**src/rtl/position_encoder.sv**
```systemverilog
// Keypad position encoder: qualifies a stable one-hot key request and presents
// its 4-bit cell index to the game controller over a valid/ready handshake.
module position_encoder #(
   parameter int N_POS         = 16,
   parameter int POS_W         = 4,
   parameter int STABLE_CYCLES = 4
) (
   input  logic             clock,
   input  logic             reset_n,
   input  logic [N_POS-1:0] key_in,
   input  logic             enable,
   output logic [POS_W-1:0] pos_out,
   output logic             pos_valid,
   input  logic             pos_ready,
   output logic             multi_err,
   output logic             busy
);

   localparam int CNT_W = (STABLE_CYCLES > 1) ? $clog2(STABLE_CYCLES) : 1;
   localparam logic [CNT_W-1:0] CNT_LAST = CNT_W'(STABLE_CYCLES - 1);
   localparam logic [N_POS-1:0] ONE = N_POS'(1);

   typedef enum logic [1:0] {
      IDLE,
      SETTLE,
      HOLD,
      WAIT_RELEASE
   } state_t;

   state_t           state, state_d;
   logic [N_POS-1:0] snapshot, snapshot_d;
   logic [CNT_W-1:0] cnt, cnt_d;
   logic [POS_W-1:0] pos_d;
   logic             valid_d, err_d;
   logic [POS_W-1:0] index;
   logic             one_hot;

   // Clearing the lowest set bit leaves zero only when exactly one bit was set.
   assign one_hot = (snapshot != '0) && ((snapshot & (snapshot - ONE)) == '0);

   always_comb begin
      index = '0;
      for (int i = 0; i < N_POS; i++) begin
         if (snapshot[i]) index = POS_W'(i);
      end
   end

   always_comb begin
      // NOTE: every signal assigned here gets a default first, so no path can infer a latch.
      state_d    = state;
      snapshot_d = snapshot;
      cnt_d      = cnt;
      pos_d      = pos_out;
      valid_d    = pos_valid;
      err_d      = 1'b0;

      unique case (state)
         IDLE: begin
            if (enable && key_in != '0) begin
               snapshot_d = key_in;
               cnt_d      = '0;
               state_d    = SETTLE;
            end
         end
         SETTLE: begin
            if (!enable || key_in == '0) begin
               state_d = IDLE;
            end else if (key_in != snapshot) begin
               snapshot_d = key_in;
               cnt_d      = '0;
            end else if (cnt != CNT_LAST) begin
               cnt_d = cnt + 1'b1;
            end else if (one_hot) begin
               pos_d   = index;
               valid_d = 1'b1;
               state_d = HOLD;
            end else begin
               err_d   = 1'b1;
               state_d = WAIT_RELEASE;
            end
         end
         HOLD: begin
            if (pos_ready) begin
               valid_d = 1'b0;
               state_d = WAIT_RELEASE;
            end
         end
         WAIT_RELEASE: begin
            if (key_in == '0) state_d = IDLE;
         end
         default: state_d = IDLE;
      endcase
   end

   // NOTE: sequential state uses non-blocking assignments so all registers update together.
   always_ff @(posedge clock or negedge reset_n) begin
      if (!reset_n) begin
         state     <= IDLE;
         snapshot  <= '0;
         cnt       <= '0;
         pos_out   <= '0;
         pos_valid <= 1'b0;
         multi_err <= 1'b0;
      end else begin
         state     <= state_d;
         snapshot  <= snapshot_d;
         cnt       <= cnt_d;
         pos_out   <= pos_d;
         pos_valid <= valid_d;
         multi_err <= err_d;
      end
   end

   assign busy = (state != IDLE);

endmodule

```
**config.mk**
```make
export PLATFORM = sky130hd
export DESIGN_NAME = position_encoder
export DESIGN_NICKNAME = d
export VERILOG_FILES = /design/src/rtl/position_encoder.sv
export SDC_FILE = /design/constraint.sdc
export NUM_CORES = 1
export LEC_CHECK = 0
export ABC_AREA = 1
export BUFFER_PORTS_ARGS = -buffer_cell sky130_fd_sc_hd__buf_2
export CAP_MARGIN = 40
export CELL_PAD_IN_SITES_DETAIL_PLACEMENT = 1
export CELL_PAD_IN_SITES_GLOBAL_PLACEMENT = 1
export CORE_MARGIN = 5
export CORE_UTILIZATION = 25
export DETAILED_ROUTE_END_ITERATION = 10
export GPL_ROUTABILITY_DRIVEN = 0
export PLACE_DENSITY_LB_ADDON = 0.1
export SYNTH_ARGS = -nofsm -noshare
export SYNTH_HDL_FRONTEND = slang
export SYNTH_SLANG_ARGS = --single-unit
```
**constraint.sdc**
```tcl
create_clock -name clock -period 3.75 [get_ports clock]
set_clock_uncertainty 0.05 [all_clocks]
set_input_delay 0.375 -clock clock [delete_from_list [all_inputs] [get_ports clock]]
set_output_delay 0.375 -clock clock [all_outputs]
set_load 0.02 [all_outputs]
```
# Word level (Yosys, flattened, before mapping)
# Index checks and enable logic that the tools add are counted.
# classes
addsub,2
eq_ne,16
n_mux,43
n_bitwise,4
n_reduce_logical,17
# op_table
cell,count
$mux 4,13
$mux 16,3
$logic_not 16->1,2
$pmux 16 s2,1
$reduce_bool 16->1,2
$mux 2,11
$ne 2x2->1 const B,9
$and 16x16->16,1
$ne 16x16->1,1
$sub 16x1->16 const B,1
$mux 1,12
$reduce_and 5->1,2
$ne 3x3->1 const B,3
$pmux 2 s4,1
$reduce_and 4->1,2
$reduce_and 6->1,1
$reduce_bool 2->1,3
$eq 2x2->1 const B,2
$pmux 2 s2,1
$not 1->1,3
$add 2x1->2 const B,1
$eq 2x1->1 const B,1
$logic_and 1x1->1,2
$logic_not 2->1,1
3 further kinds,3
# word_totals
register_bits,26
inputBits,20
output_inout_bits,7
wordCells,88

# Logic depth before layout (Yosys ltp)
# Gate-level depths: netlist of run 1.
# depth
word_depth,15
ltp_mapped,15
ltp_nobuf,15

# Worst setup path after synthesis of run 1
# Ideal clock, no wire load.
# synth_timing
path_type,reg-to-reg
start,register snapshot[2]
end,register pos_out[3]
setup_time_ns,0.117
arrival_ns,1.485
required_ns,3.583
setup_slack_ns,2.097
path_stages_with_launch,13
path_buffers,0
synth_period_minus_slack_ns,1.653
path_cell_list,dfrtp_1 nor2_2 nand2_2 nor2_4 nand3_1 nand2_1 nand2_1 nor2_2 nand2_2 nor2_8 nand3_1 o21ai_1 inv_1
# synth_via
elab_chain_len,5
word_cells_on_any_way,8
classes_between,1 x add/sub; 1 x eq/ne; 2 x bitwise; 4 x reduce/logical
# synth_lines
element,line,rtl
from (decl),31,"logic [N_POS-1:0] snapshot, snapshot_d;"
from (signal assigned),106,snapshot <= snapshot_d;
$sub 16x1->16,39,assign one_hot = (snapshot != '0) && ((snapshot & (snapshot - ONE)) == '0);
$and 16x16->16,39,
$logic_not 16->1,39,
$logic_and 1x1->1,39,
$reduce_and 5->1 (no line) (*),-,
to (signal assigned),108,pos_out <= pos_d;
to (decl),12,"output logic [POS_W-1:0] pos_out,"
# Every way passes the cells marked *; elsewhere a longest branch is shown, timed or not.
# A chain may end at the register's enable or synchronous reset.

# Worst setup path after layout of run 1
# layout_timing
start,register snapshot[4]
end,register snapshot[4]
# layout_via
elab_chain_len,3
# layout_lines
element,line,rtl
$ne 16x16->1,68,end else if (key_in != snapshot) begin
$ne 2x2->1 (no line),-,
$reduce_and 4->1 (no line),-,
# Every way passes these cells.

==> run_results.csv, run 1 <==
group,metric,value,unit
critical_path,worstPathArrival,2.20,ns
synthesis,synth_top_area_frac,0.3621,
timing,max_slew_margin,0.5696,
global_routing,grt_max_degree,33,
timing,period_share,0.5453,
place,dp_slack,1.686,ns
worst_hold_path,hp-class,"in2async",
synthesis,ys_seq_area_frac,0.3621,
place,io_buffers,26,
floorplanning,start_util,0.2518,
power,p_int,650.6,uW
power,clkPwrFrac,0.154,
global_routing,track_usage,0.1250,
critical_path,r2r_start,"snapshot[4]$_DFFE_PN0P_",
power,power_leakage,0.001090,uW
synthesis,syn-mean-instance-area,6.655,sq um
drt,first_pass_iters,5,
timing,drv_slew,0,
critical_path,cp_max_fo,32,
synthesis,syn_nets,291,
floorplanning,fp.dieH,94.78,microns
final_layout,fin_nets,319,
synthesis,netlist_area,1797,sq um
global_routing,grt_pass1_vias,1801,
synthesis,ys_ff_latch,26,
clock_network,clk_path_buf_depth,2,
clock_network,cts_made_buffers,3,
final_layout,num-fill-cells,945,
critical_path,setup.worst_path.start,"snapshot[4]$_DFFE_PN0P_",
power,power.density,601.3,nW/um^2
clock_network,cts.repair.resized,0,
clock_network,cts_tree,"built",
floorplanning,core-area,7137,sq um
power,comb_power_share,0.456,
drt,vias_per_cell,4.308,
clock_network,cts.sinks,26,
critical_path,cp.required,3.90,ns
flow_run,cap_violations,0,
timing,final.setup.worst_slack,1.705,ns
timing,max_freq,0.4890,GHz
drt,vias,1706,
timing,tightest_slew,0.6456,ns
timing,tns,0,ns
synthesis,ys_warn_count,0,
power,power,1248,uW
clock_network,ctsHtreeMaxLevel,1,
timing,holdWs,0.06017,ns
clock_network,clk_latency,0.27,ns
critical_path,crit_type,"reg2reg",
final_layout,antenna_cells,0,
final_layout,seqCellArea,650.6,sq um
power,power.switching,597.6,uW
floorplanning,io_pins,27,
timing,hold_viol,0,
place,hpwl,4.290,mm
drt,drt-total-wl,5.225,mm
clock_network,cts_hold_buffers,0,
critical_path,endpoint_kind,"flip-flop",
synthesis,synth_top_cells_by_area,"dfrtp_1 36%, nand2_1 20%, inv_1 7.7%, o21ai_1 5.8%, nor2_1 4.8%",
clock_network,clockRootBuffer,"clkbuf_8",
critical_path,worstSetupStartpointType,"flip-flop",
synthesis,syn_inst,270,
global_routing,overflow,0,
floorplanning,row_count,31,
power,vdd_drop_max,0.0001981,V
drt,drt_iter0_drc,48,
synthesis,synth.distinct_cells,26,
synthesis,yosysTopAreaCell,"dfrtp_1",
drt,wire_per_inst,13.19,microns
timing,finalSetupViolCount,0,
timing,fin_crit,2.045,ns
final_layout,drive_gt1_frac,0.1751,
run_status,outcome,"completed",
final_layout,syn_to_final_growth,15.53,%
final_layout,post-route-util,0.2908,
drt,antenna_left,0,
power,seqPwrFrac,0.390,
global_routing,grt_pass1_wl,8.756,mm
global_routing,antenna_found_initial,0,
floorplanning,die_w,94.78,microns
floorplanning,dieArea,8982,sq um
drt,route.detailed.drc,0,
power,swShare,0.4788,
timing,grt_setup_unrepaired,"false",
clock_network,path_clk_slew,0.10,ns
clock_network,cts_setup_buffers,0,
final_layout,multiInputGateArea,954.7,sq um
## layout make-up
cell class	count	share of cell area
well taps	99	0.05967
multi-input cells	198	0.4599
clock buffers	4	0.02652
flip-flops and latches	26	0.3134
inverters	43	0.07776
repair buffers	26	0.06269
## layer usage
layer | wire [microns] | track usage
met4 | 23 | 0.02885
met2 | 2602 | 0.2196
met5 | 0 | 0
met1 | 2509 | 0.1630
met3 | 91 | 0.01434
## worst paths after layout
check                                               end  slack [ns]  depth (start not counted)
worst max-delay path            snapshot[4]$_DFFE_PN0P_        1.70                          9
worst min-delay path             pos_out[2]$_DFFE_PN0P_        0.06                          1
worst max register to register  snapshot[4]$_DFFE_PN0P_        1.70                          9
worst min register to register   pos_out[3]$_DFFE_PN0P_        0.44                          2
max in group asynchronous         pos_valid$_DFFE_PN0P_        3.17                          1
min in group clock              snapshot[0]$_DFFE_PN0P_        0.32                          3
## cells in the mapped netlist, drive strengths merged
master,count
a21oi,3
o211ai,2
o22ai,1
dfrtp,26
nor2,32
buf,3
ha,1
xnor2,4
o21a,1
o31ai,1
nor3,5
inv,43
o21ai,25
nand3,14
nand2,100
a31oi,1
nand4,8
## cell families after synthesis
group / synth area share
buf+inv: 0.1065
fa+ha+maj: 0.006963
flops: 0.3621
compound gates: 0.1017
simple gates: 0.4032
xor+xnor: 0.01950
## registers in the layout, summed over array words and instances (netlist names), named ones only
name	count
snapshot	16
pos_out	4
cnt	2
multi_err	1
pos_valid	1
state	1
## power groups by stage
stage	logic (uW)	clock network (uW)	registers, uW
after floorplan	446	0	462
after global placement	579	0	495
after global routing	665	214	505
final	569	193	487
after CTS	585	208	489
after detailed placement	581	0	495
## layout by cell type (no fill, tap or decap)
cell type / n
nand2_1: 96
inv_1: 37
dfrtp_1: 26
buf_2: 26
nor2_1: 23
o21ai_1: 21
nand3_1: 13
nand4_1: 8
inv_2: 6
nor2_2: 5
xnor2_1: 4
nand2_2: 4
o21ai_0: 4
clkbuf_8: 4
nor2_4: 3
nor3_1: 3
a21oi_1: 3
nor3_2: 2
o211ai_1: 2
o22ai_1: 1
a31oi_1: 1
nand3_4: 1
nor2_8: 1
o21a_1: 1
o31ai_1: 1
ha_1: 1
## worst max-delay path: stages (launching register included)
cell and delay [ns]:
dfrtp_1 0.48, xnor2_1 0.20, nand2_1 0.07, nor2_1 0.17
nand4_1 0.16, nand2_1 0.12, nand2_1 0.06, nand2_2 0.45
nor2_1 0.08, a21oi_1 0.13
## through the flow
step | std cells | instance area (sq um)
finish | 396 | 2076
global route | 396 | 2076
CTS | 396 | 2076
detailed placement | 392 | 2021
global placement | 392 | 2021
floorplan | 270 | 1797
Note: power is estimated with default switching activity, not from simulation.
==> run 2: changes to the inputs <==
Clock period 3.75 ns to 1.7 ns, I/O delays scaled along.
==> run_results.csv, run 2 (synthesized netlist as in run 1, its figures left out) <==
group,metric,value,unit
run_status,outcome,"finished, violations left",
final_layout,largest_reg_flops,16,
clock_network,ctsHtreeMaxLevel,1,
timing,tightest_slew,0.6573,ns
global_routing,antenna_found_initial,0,
critical_path,critPathMaxStageDelay,0.46,ns
timing,hold_viol,0,
clock_network,clockRootBuffer,"clkbuf_8",
global_routing,grt_pass1_vias,2044,
power,power.density,1433,nW/um^2
critical_path,critical_path_depth,12,
final_layout,antenna_cells,0,
timing,period_share,1.129,
floorplanning,fp.dieH,94.78,microns
critical_path,crit_family,"simple AND/OR/NAND/NOR gates",
floorplanning,core-area,7137,sq um
critical_path,r2r_cells,12,
floorplanning,io_pins,27,
final_layout,multiInputGateArea,1119,sq um
power,vdd_drop_max,0.0004800,V
drt,drt-total-wl,6.308,mm
clock_network,clk_latency,0.28,ns
timing,grt_setup_unrepaired,"true",
global_routing,grt_max_degree,27,
global_routing,grt_pass1_wl,9.998,mm
final_layout,syn_to_final_growth,52.44,%
clock_network,cts_tree,"built",
global_routing,overflow,0,
floorplanning,row_count,31,
timing,final.setup.worst_slack,-0.2195,ns
clock_network,cts.sinks,26,
final_layout,final_area,2739,sq um
drt,vias,1983,
final_layout,num-fill-cells,944,
critical_path,crit_path_top_delay_cell,"dfrtp_2",
timing,finalSetupViolCount,25,
final_layout,largest_register,"snapshot",
final_layout,seqCellArea,659.4,sq um
power,power_leakage,0.001426,uW
drt,drt_iter0_drc,41,
critical_path,worstSetupStartpointType,"flip-flop",
drt,wire_per_inst,14.05,microns
critical_path,cp_max_fo,5,
final_layout,reg_top3,"snapshot (16), pos_out (4), cnt (2)",
global_routing,track_usage,0.1431,
worst_hold_path,min_path_cells,3,
clock_network,path_clk_slew,0.11,ns
worst_hold_path,hp-class,"in2reg",
place,hpwl,4.624,mm
critical_path,cp.required,1.83,ns
final_layout,final_cell_mix,"83 x nand2_1, 42 x buf_4, 36 x inv_1",
timing,max_slew_margin,0.5618,
timing,fin_crit,1.920,ns
drt,vias_per_cell,4.416,
place,dpl-instance-area,2266,sq um
place,dp_slack,-0.2321,ns
place,io_buffers,26,
drt,first_pass_iters,4,
timing,max_freq,0.5210,GHz
timing,drv_slew,0,
critical_path,endpoint_kind,"flip-flop",
flow_run,cap_violations,0,
drt,antenna_left,0,
final_layout,drive_gt1_frac,0.4171,
clock_network,clk_path_buf_depth,2,
critical_path,crit_type,"reg2reg",
run_status,violations,"setup timing",
floorplanning,die_w,94.78,microns
clock_network,cts_made_buffers,3,
final_layout,fin_nets,372,
critical_path,crit_buf_inv,2,
final_layout,mostFrequentLayoutCell,"nand2_1",
critical_path,worstPathArrival,2.05,ns
floorplanning,dieArea,8982,sq um
critical_path,path_cells,"nor2_4, nand2_4, nor2_4, nand3_2, nand2_2, o21ai_2, nor2_2, nand2_4, buf_4, inv_1, nor2_1, o21a_1",
drt,route.detailed.drc,0,
floorplanning,start_util,0.2518,
==> run 2: worst register-to-register path: stages, from the launching register on <==
cell and delay, ns:
dfrtp_2 0.46, nor2_4 0.17, nand2_4 0.10, nor2_4 0.17
nand3_2 0.08, nand2_2 0.07, o21ai_2 0.06, nor2_2 0.15
nand2_4 0.10, buf_4 0.15, inv_1 0.06, nor2_1 0.04
o21a_1 0.16
==> run 2: final cells by class <==
cell class	instances	share of cell area
flip-flops and latches	26	0.2407
multi-input cells	198	0.4084
repair buffers	79	0.2206
clock buffers	3	0.01508
clock inverters	1	0.01096
well taps	99	0.04523
inverters	43	0.05893
==> run 2: per-stage QoR <==
step	util	instances	total power [uW]	hold WS [ns]	TNS [ns]
2_1_floorplan	-	270	2002	-0.1756	0
3_3_place_gp	0.3175	423	2771	0.2068	-2.028
3_5_place_dp	0.3175	423	2795	0.2064	-2.263
4_1_cts	0.3445	434	3563	0.09899	-1.612
5_1_grt	0.3838	449	4239	0.1137	-6.498
6_report	0.3838	449	3923	0.1001	-3.343
==> run 2: power breakdown <==
group | leakage [uW] | internal, uW | switching, uW
registers | 0.000319 | 810 | 278
clock network | 0.0000357 | 316 | 236
logic | 0.00107 | 1100 | 1180
==> run 2: metal layers <==
metal  global-route usage  vias up  routed length, microns
met5                    0        -                       0
met4              0.02404        0                      29
met3              0.02151        2                      98
met2               0.2666       13                    3294
met1               0.1749      960                    2885
li1                     -     1008                       -
==> run 2: worst paths after layout <==
kind                                         start  slack, ns                 endpoint
max                        snapshot[3]$_DFFE_PN0P_      -0.22     state[0]$_DFFE_PN0P_
max reg2reg                snapshot[3]$_DFFE_PN0P_      -0.22     state[0]$_DFFE_PN0P_
min in group asynchronous                  reset_n       0.38   pos_out[2]$_DFFE_PN0P_
min                                      key_in[9]       0.10  snapshot[9]$_DFFE_PN0P_
max in group asynchronous                  reset_n       0.75  snapshot[2]$_DFFE_PN0P_
min reg2reg                 pos_out[2]$_DFFE_PN0P_       0.45   pos_out[2]$_DFFE_PN0P_
==> run 2: what timing repair did <==
item                                    in CTS  in global routing
hold buffers                                 1                  0
endpoints found under the hold margin       26                  0
endpoints found under the setup margin      26                 26
gates cloned                                 1                  3
resized for setup                           21                 38
pin swaps                                    3                 23
setup buffers                                5                 12
